### src/rtl/config_loader.sv
// Write-side sequencer for the configuration latch array: takes a valid/ready word stream and
// replays it bank by bank as setup / enable pulse / hold triplets on a shared data bus.
module config_loader #(
    parameter int unsigned DATA_W       = 32,
    parameter int unsigned NUM_WORDS    = 28,
    parameter int unsigned PULSE_CYCLES = 1,
    parameter int unsigned IDX_W        = 5
) (
    input  logic                 clk,
    input  logic                 reset,
    input  logic                 io_start,
    input  logic                 io_in_valid,
    output logic                 io_in_ready,
    input  logic [DATA_W-1:0]    io_in_bits,
    output logic [DATA_W-1:0]    io_d_out,
    output logic [NUM_WORDS-1:0] io_configs_en,
    output logic [IDX_W-1:0]     io_word_idx,
    output logic                 io_busy,
    output logic                 io_done
);

    typedef enum logic [2:0] {
        StIdle,
        StWaitWord,
        StSetup,
        StPulse,
        StHold,
        StDone
    } state_e;

    localparam logic [IDX_W-1:0]     IdxLast   = IDX_W'(NUM_WORDS - 1);
    localparam logic [3:0]           PulseLast = 4'(PULSE_CYCLES - 1);
    localparam logic [NUM_WORDS-1:0] EnOne     = NUM_WORDS'(1);

    state_e                 state_q;
    logic [IDX_W-1:0]       idx_q;
    logic [3:0]             cnt_q;
    logic                   ready_q;
    logic                   busy_q;
    logic                   done_q;
    logic [DATA_W-1:0]      d_out_q;
    logic [NUM_WORDS-1:0]   en_q;

    // Every output is a flop, so the latch enables can never glitch.
    always_ff @(posedge clk) begin
        if (reset) begin
            state_q <= StIdle;
            idx_q   <= '0;
            cnt_q   <= '0;
            ready_q <= 1'b0;
            busy_q  <= 1'b0;
            done_q  <= 1'b0;
            d_out_q <= '0;
            en_q    <= '0;
        end else begin
            unique case (state_q)
                StIdle, StDone: begin
                    if (io_start) begin
                        state_q <= StWaitWord;
                        idx_q   <= '0;
                        done_q  <= 1'b0;
                        busy_q  <= 1'b1;
                        ready_q <= 1'b1;
                    end
                end
                StWaitWord: begin
                    if (io_in_valid && ready_q) begin
                        d_out_q <= io_in_bits;
                        ready_q <= 1'b0;
                        state_q <= StSetup;
                    end
                end
                StSetup: begin
                    en_q    <= EnOne << idx_q;
                    cnt_q   <= '0;
                    state_q <= StPulse;
                end
                StPulse: begin
                    if (cnt_q == PulseLast) begin
                        en_q    <= '0;
                        state_q <= StHold;
                    end else begin
                        cnt_q <= cnt_q + 4'd1;
                    end
                end
                StHold: begin
                    if (idx_q == IdxLast) begin
                        busy_q  <= 1'b0;
                        done_q  <= 1'b1;
                        state_q <= StDone;
                    end else begin
                        idx_q   <= idx_q + IDX_W'(1);
                        ready_q <= 1'b1;
                        state_q <= StWaitWord;
                    end
                end
                default: begin
                    state_q <= StIdle;
                    en_q    <= '0;
                    ready_q <= 1'b0;
                    busy_q  <= 1'b0;
                end
            endcase
        end
    end

    assign io_in_ready   = ready_q;
    assign io_d_out      = d_out_q;
    assign io_configs_en = en_q;
    assign io_word_idx   = idx_q;
    assign io_busy       = busy_q;
    assign io_done       = done_q;

endmodule

### config.mk
export PLATFORM = sky130hd
export DESIGN_NAME = config_loader
export DESIGN_NICKNAME = d
export VERILOG_FILES = /design/src/rtl/config_loader.sv
export SDC_FILE = /design/constraint.sdc
export NUM_CORES = 1
export LEC_CHECK = 0
export ABC_AREA = 1
export BUFFER_PORTS_ARGS = -buffer_cell sky130_fd_sc_hd__buf_2
export CORE_UTILIZATION = 50
export DETAILED_ROUTE_END_ITERATION = 12
export PLACE_DENSITY_LB_ADDON = 0.25
export SYNTH_ARGS = -nofsm -noshare
export SYNTH_HDL_FRONTEND = slang
export SYNTH_SLANG_ARGS = --single-unit
### constraint.sdc
create_clock -name clk -period 2.05 [get_ports clk]
set_clock_uncertainty 0.1 [all_clocks]
set_input_delay 0.3075 -clock clk [delete_from_list [all_inputs] [get_ports clk]]
set_output_delay 0.3075 -clock clk [all_outputs]
set_load 0.01 [all_outputs]
==> flow_metrics.py <==
metrics = {
    "outcome": {
        "status": "finished, final reports clean",
    },
    "worst_hold_path": {
        "min_path_type": "in2reg",
    },
    "worst_setup_path": {
        "path_cells": "inv_1 > ha_1 > or2_2 > a21oi_1",
        "worst-setup-path-type": "reg2reg",
        "critPathMaxStageDelay_ps": 570,
        "cp_max_fo": 13,
        "slowest_stage": "dfxtp_1",
        "cp-end-kind": "flip-flop",
        "worst-path-buf-inv": 1,
        "worst_setup_path_start_kind": "flip-flop",
        "critPathTopFamily": "flip-flops",
        "cp.arrival_ps": 1850,
        "cp.required_ps": 2230,
    },
    "synthesis": {
        "yosys_warnings": 0,
        "yosysSeqAreaShare": 0.483,
        "ys_seq_elements": 75,
        "synth_area_leaders": "dfxtp_1 (48%), nor2_1 (11%), nand2_1 (10%)",
        "yosysTopAreaCellShare": 0.483,
        "yosysUniqueCellTypes": 24,
        "yosys.area.top_type": "dfxtp_1",
        "synthCells": 430,
        "netlist_area_sq_mm": 0.00311,
        "synth_area_per_cell_sq_um": 7.22,
        "synth_fp_nets": 474,
    },
    "sta": {
        "slew_violations": 0,
        "period_minus_slack_ps": 1680,
        "fmax_mhz": 597,
        "hold_viol_final": 0,
        "relSlewSlack": 0.656,
        "hold_ws_ps": 79.7,
        "fin_tns_setup_ps": 0,
        "rsz0062_at_grt": "false",
        "tightest_slew_ps": 516,
        "worst_slack_ps": 374,
        "setup_violations": 0,
        "final.period_utilization": 0.818,
    },
    "clock_network": {
        "clkTransAtPathRegs_ps": 80,
        "ctsRootBufferMaster": "clkbuf_8",
        "cts_resized": 0,
        "clk_latency_ps": 340,
        "cts.hold.buffers_added": 0,
        "clockBufferDepth": 2,
        "numCtsBuffers": 9,
        "cts_tree": "built",
        "htree_num_levels": 3,
        "post_cts_buffers": 0,
        "cts.sinks": 75,
    },
    "cells_and_area": {
        "nNetsFinal": 573,
        "drive_above_1_share": 0.253,
        "final_common_cell": "buf_2",
        "final_cell_mix": "buf_2 (103), nor2_1 (93), nand2_1 (85)",
        "antenna_cells": 0,
        "syn_to_final_growth_pct": 24.4,
        "fill_cells": 547,
        "multi_input_area_sq_mm": 0.00137,
        "seqCellArea_sq_mm": 0.00150,
    },
    "die": {
        "die_w_microns": 80.8,
        "die_h_microns": 80.8,
        "start_util": 0.522,
        "pin_count": 104,
        "rows": 28,
        "dieArea_sq_mm": 0.00653,
        "core_area_sq_mm": 0.00596,
    },
    "place": {
        "gp_congestion": 0.865,
        "numPortBuffers": 103,
        "pre_cts_ws_ps": 415,
        "dp_hpwl_microns": 5030,
    },
    "route": {
        "drtIter0Drc": 163,
        "remaining_drc_errors": 0,
        "wire_per_inst_microns": 11.6,
        "vias": 3010,
        "routed_via_density": 4.94,
        "dr.pass1.iters": 4,
        "drt_wl_total_microns": 7080,
        "postRouteAntennaNets": 0,
    },
    "global_route": {
        "grt_pass1_vias": 2706,
        "grt_pass1_wl_microns": 11500,
        "grt_overflow_total": 0,
        "antenna_found_initial": 0,
        "grt_max_degree": 36,
        "grt_usage": 0.225,
    },
    "run": {
        "max_cap_viol_count": 0,
    },
    "power": {
        "irDropWorstVdd_uv": 672,
        "powerDensity_mw_per_mm2": 1010,
        "leakagePower_nw": 1.97,
    },
}
[synth_stat cells]
cell type / number
o211ai_1: 1
nand2_4: 1
nor3_1: 3
o22ai_1: 1
o21ai_0: 34
buf_6: 2
a21oi_1: 45
nand2_2: 2
nand3_1: 19
inv_1: 30
clkbuf_1: 7
ha_1: 8
nand4_1: 2
nor2_1: 93
inv_2: 3
o21ai_1: 2
nor2_2: 2
or2_2: 1
buf_2: 11
nand3_2: 1
dfxtp_1: 75
buf_1: 1
nand2_1: 85
nor2_4: 1
[final timing paths]
kind / slack [ps] / to / start / cells after the start
max: 370 / io_word_idx[2]$_SDFFE_PP0P_ / io_word_idx[2]$_SDFFE_PP0P_ / 4
min: 80 / io_d_out[7]$_SDFFE_PP0P_ / io_in_bits[7] / 3
max reg2reg: 370 / io_word_idx[2]$_SDFFE_PP0P_ / io_word_idx[2]$_SDFFE_PP0P_ / 4
min reg2reg: 350 / io_busy$_SDFFE_PP0P_ / io_busy$_SDFFE_PP0P_ / 2
[metrics by stage]
stage | instances | instance area, sq um | utilization | power (mW)
after detailed placement | 593 | 3650 | 0.613 | 2.74
final | 609 | 3870 | 0.649 | 3.91
after global routing | 609 | 3870 | 0.649 | 4.14
after CTS | 609 | 3870 | 0.649 | 3.93
after global placement | 593 | 3650 | 0.613 | 2.72
after floorplan | 430 | 3110 | - | 2.46
[registers in the layout (all words and copies together) (netlist names)]
signal / count
io_done: 1
io_in_ready: 1
io_busy: 1
io_word_idx: 5
io_configs_en: 28
io_d_out: 32
state_q: 3
cnt_q: 4
[final cells by class]
cell class	count	share of cell area
multi-input combinational	301	0.355
timing repair buffer	109	0.145
sequential	75	0.388
inverter	33	0.0320
clock inverter	3	0.0113
tap	75	0.0243
clock buffer	13	0.0437
[layer usage]
metal  vias to the layer above  global-route usage  part of all wire  wire length (microns)
met5                         -                   0                 0                      0
met4                         0               0.102             0.018                    127
met3                        12              0.0685             0.073                    514
met2                       107               0.372              0.47                   3320
met1                      1330               0.268              0.44                   3120
li1                       1561                   -                 -                      -
[report_power, final]
| group | internal [mW] | switching (mW) |
|---|---|---|
| logic | 0.337 | 0.631 |
| registers | 1.61 | 0.133 |
| clock network | 0.665 | 0.531 |
[worst reg2reg max path: stages, from the launching register on]
cell and delay [ps]:
dfxtp_1 570, inv_1 210, ha_1 320, or2_2 290, a21oi_1 130
[cells by family (layout without fill, tap and decap cells)]
logic type | count (synthesis) | after routing | synth area share
buf+inv | 54 | 158 | 0.0745
flops | 75 | 75 | 0.483
compound gates | 83 | 83 | 0.135
fa+ha+maj | 8 | 8 | 0.0322
simple gates | 210 | 210 | 0.275
(Power assumes the default switching activity.)
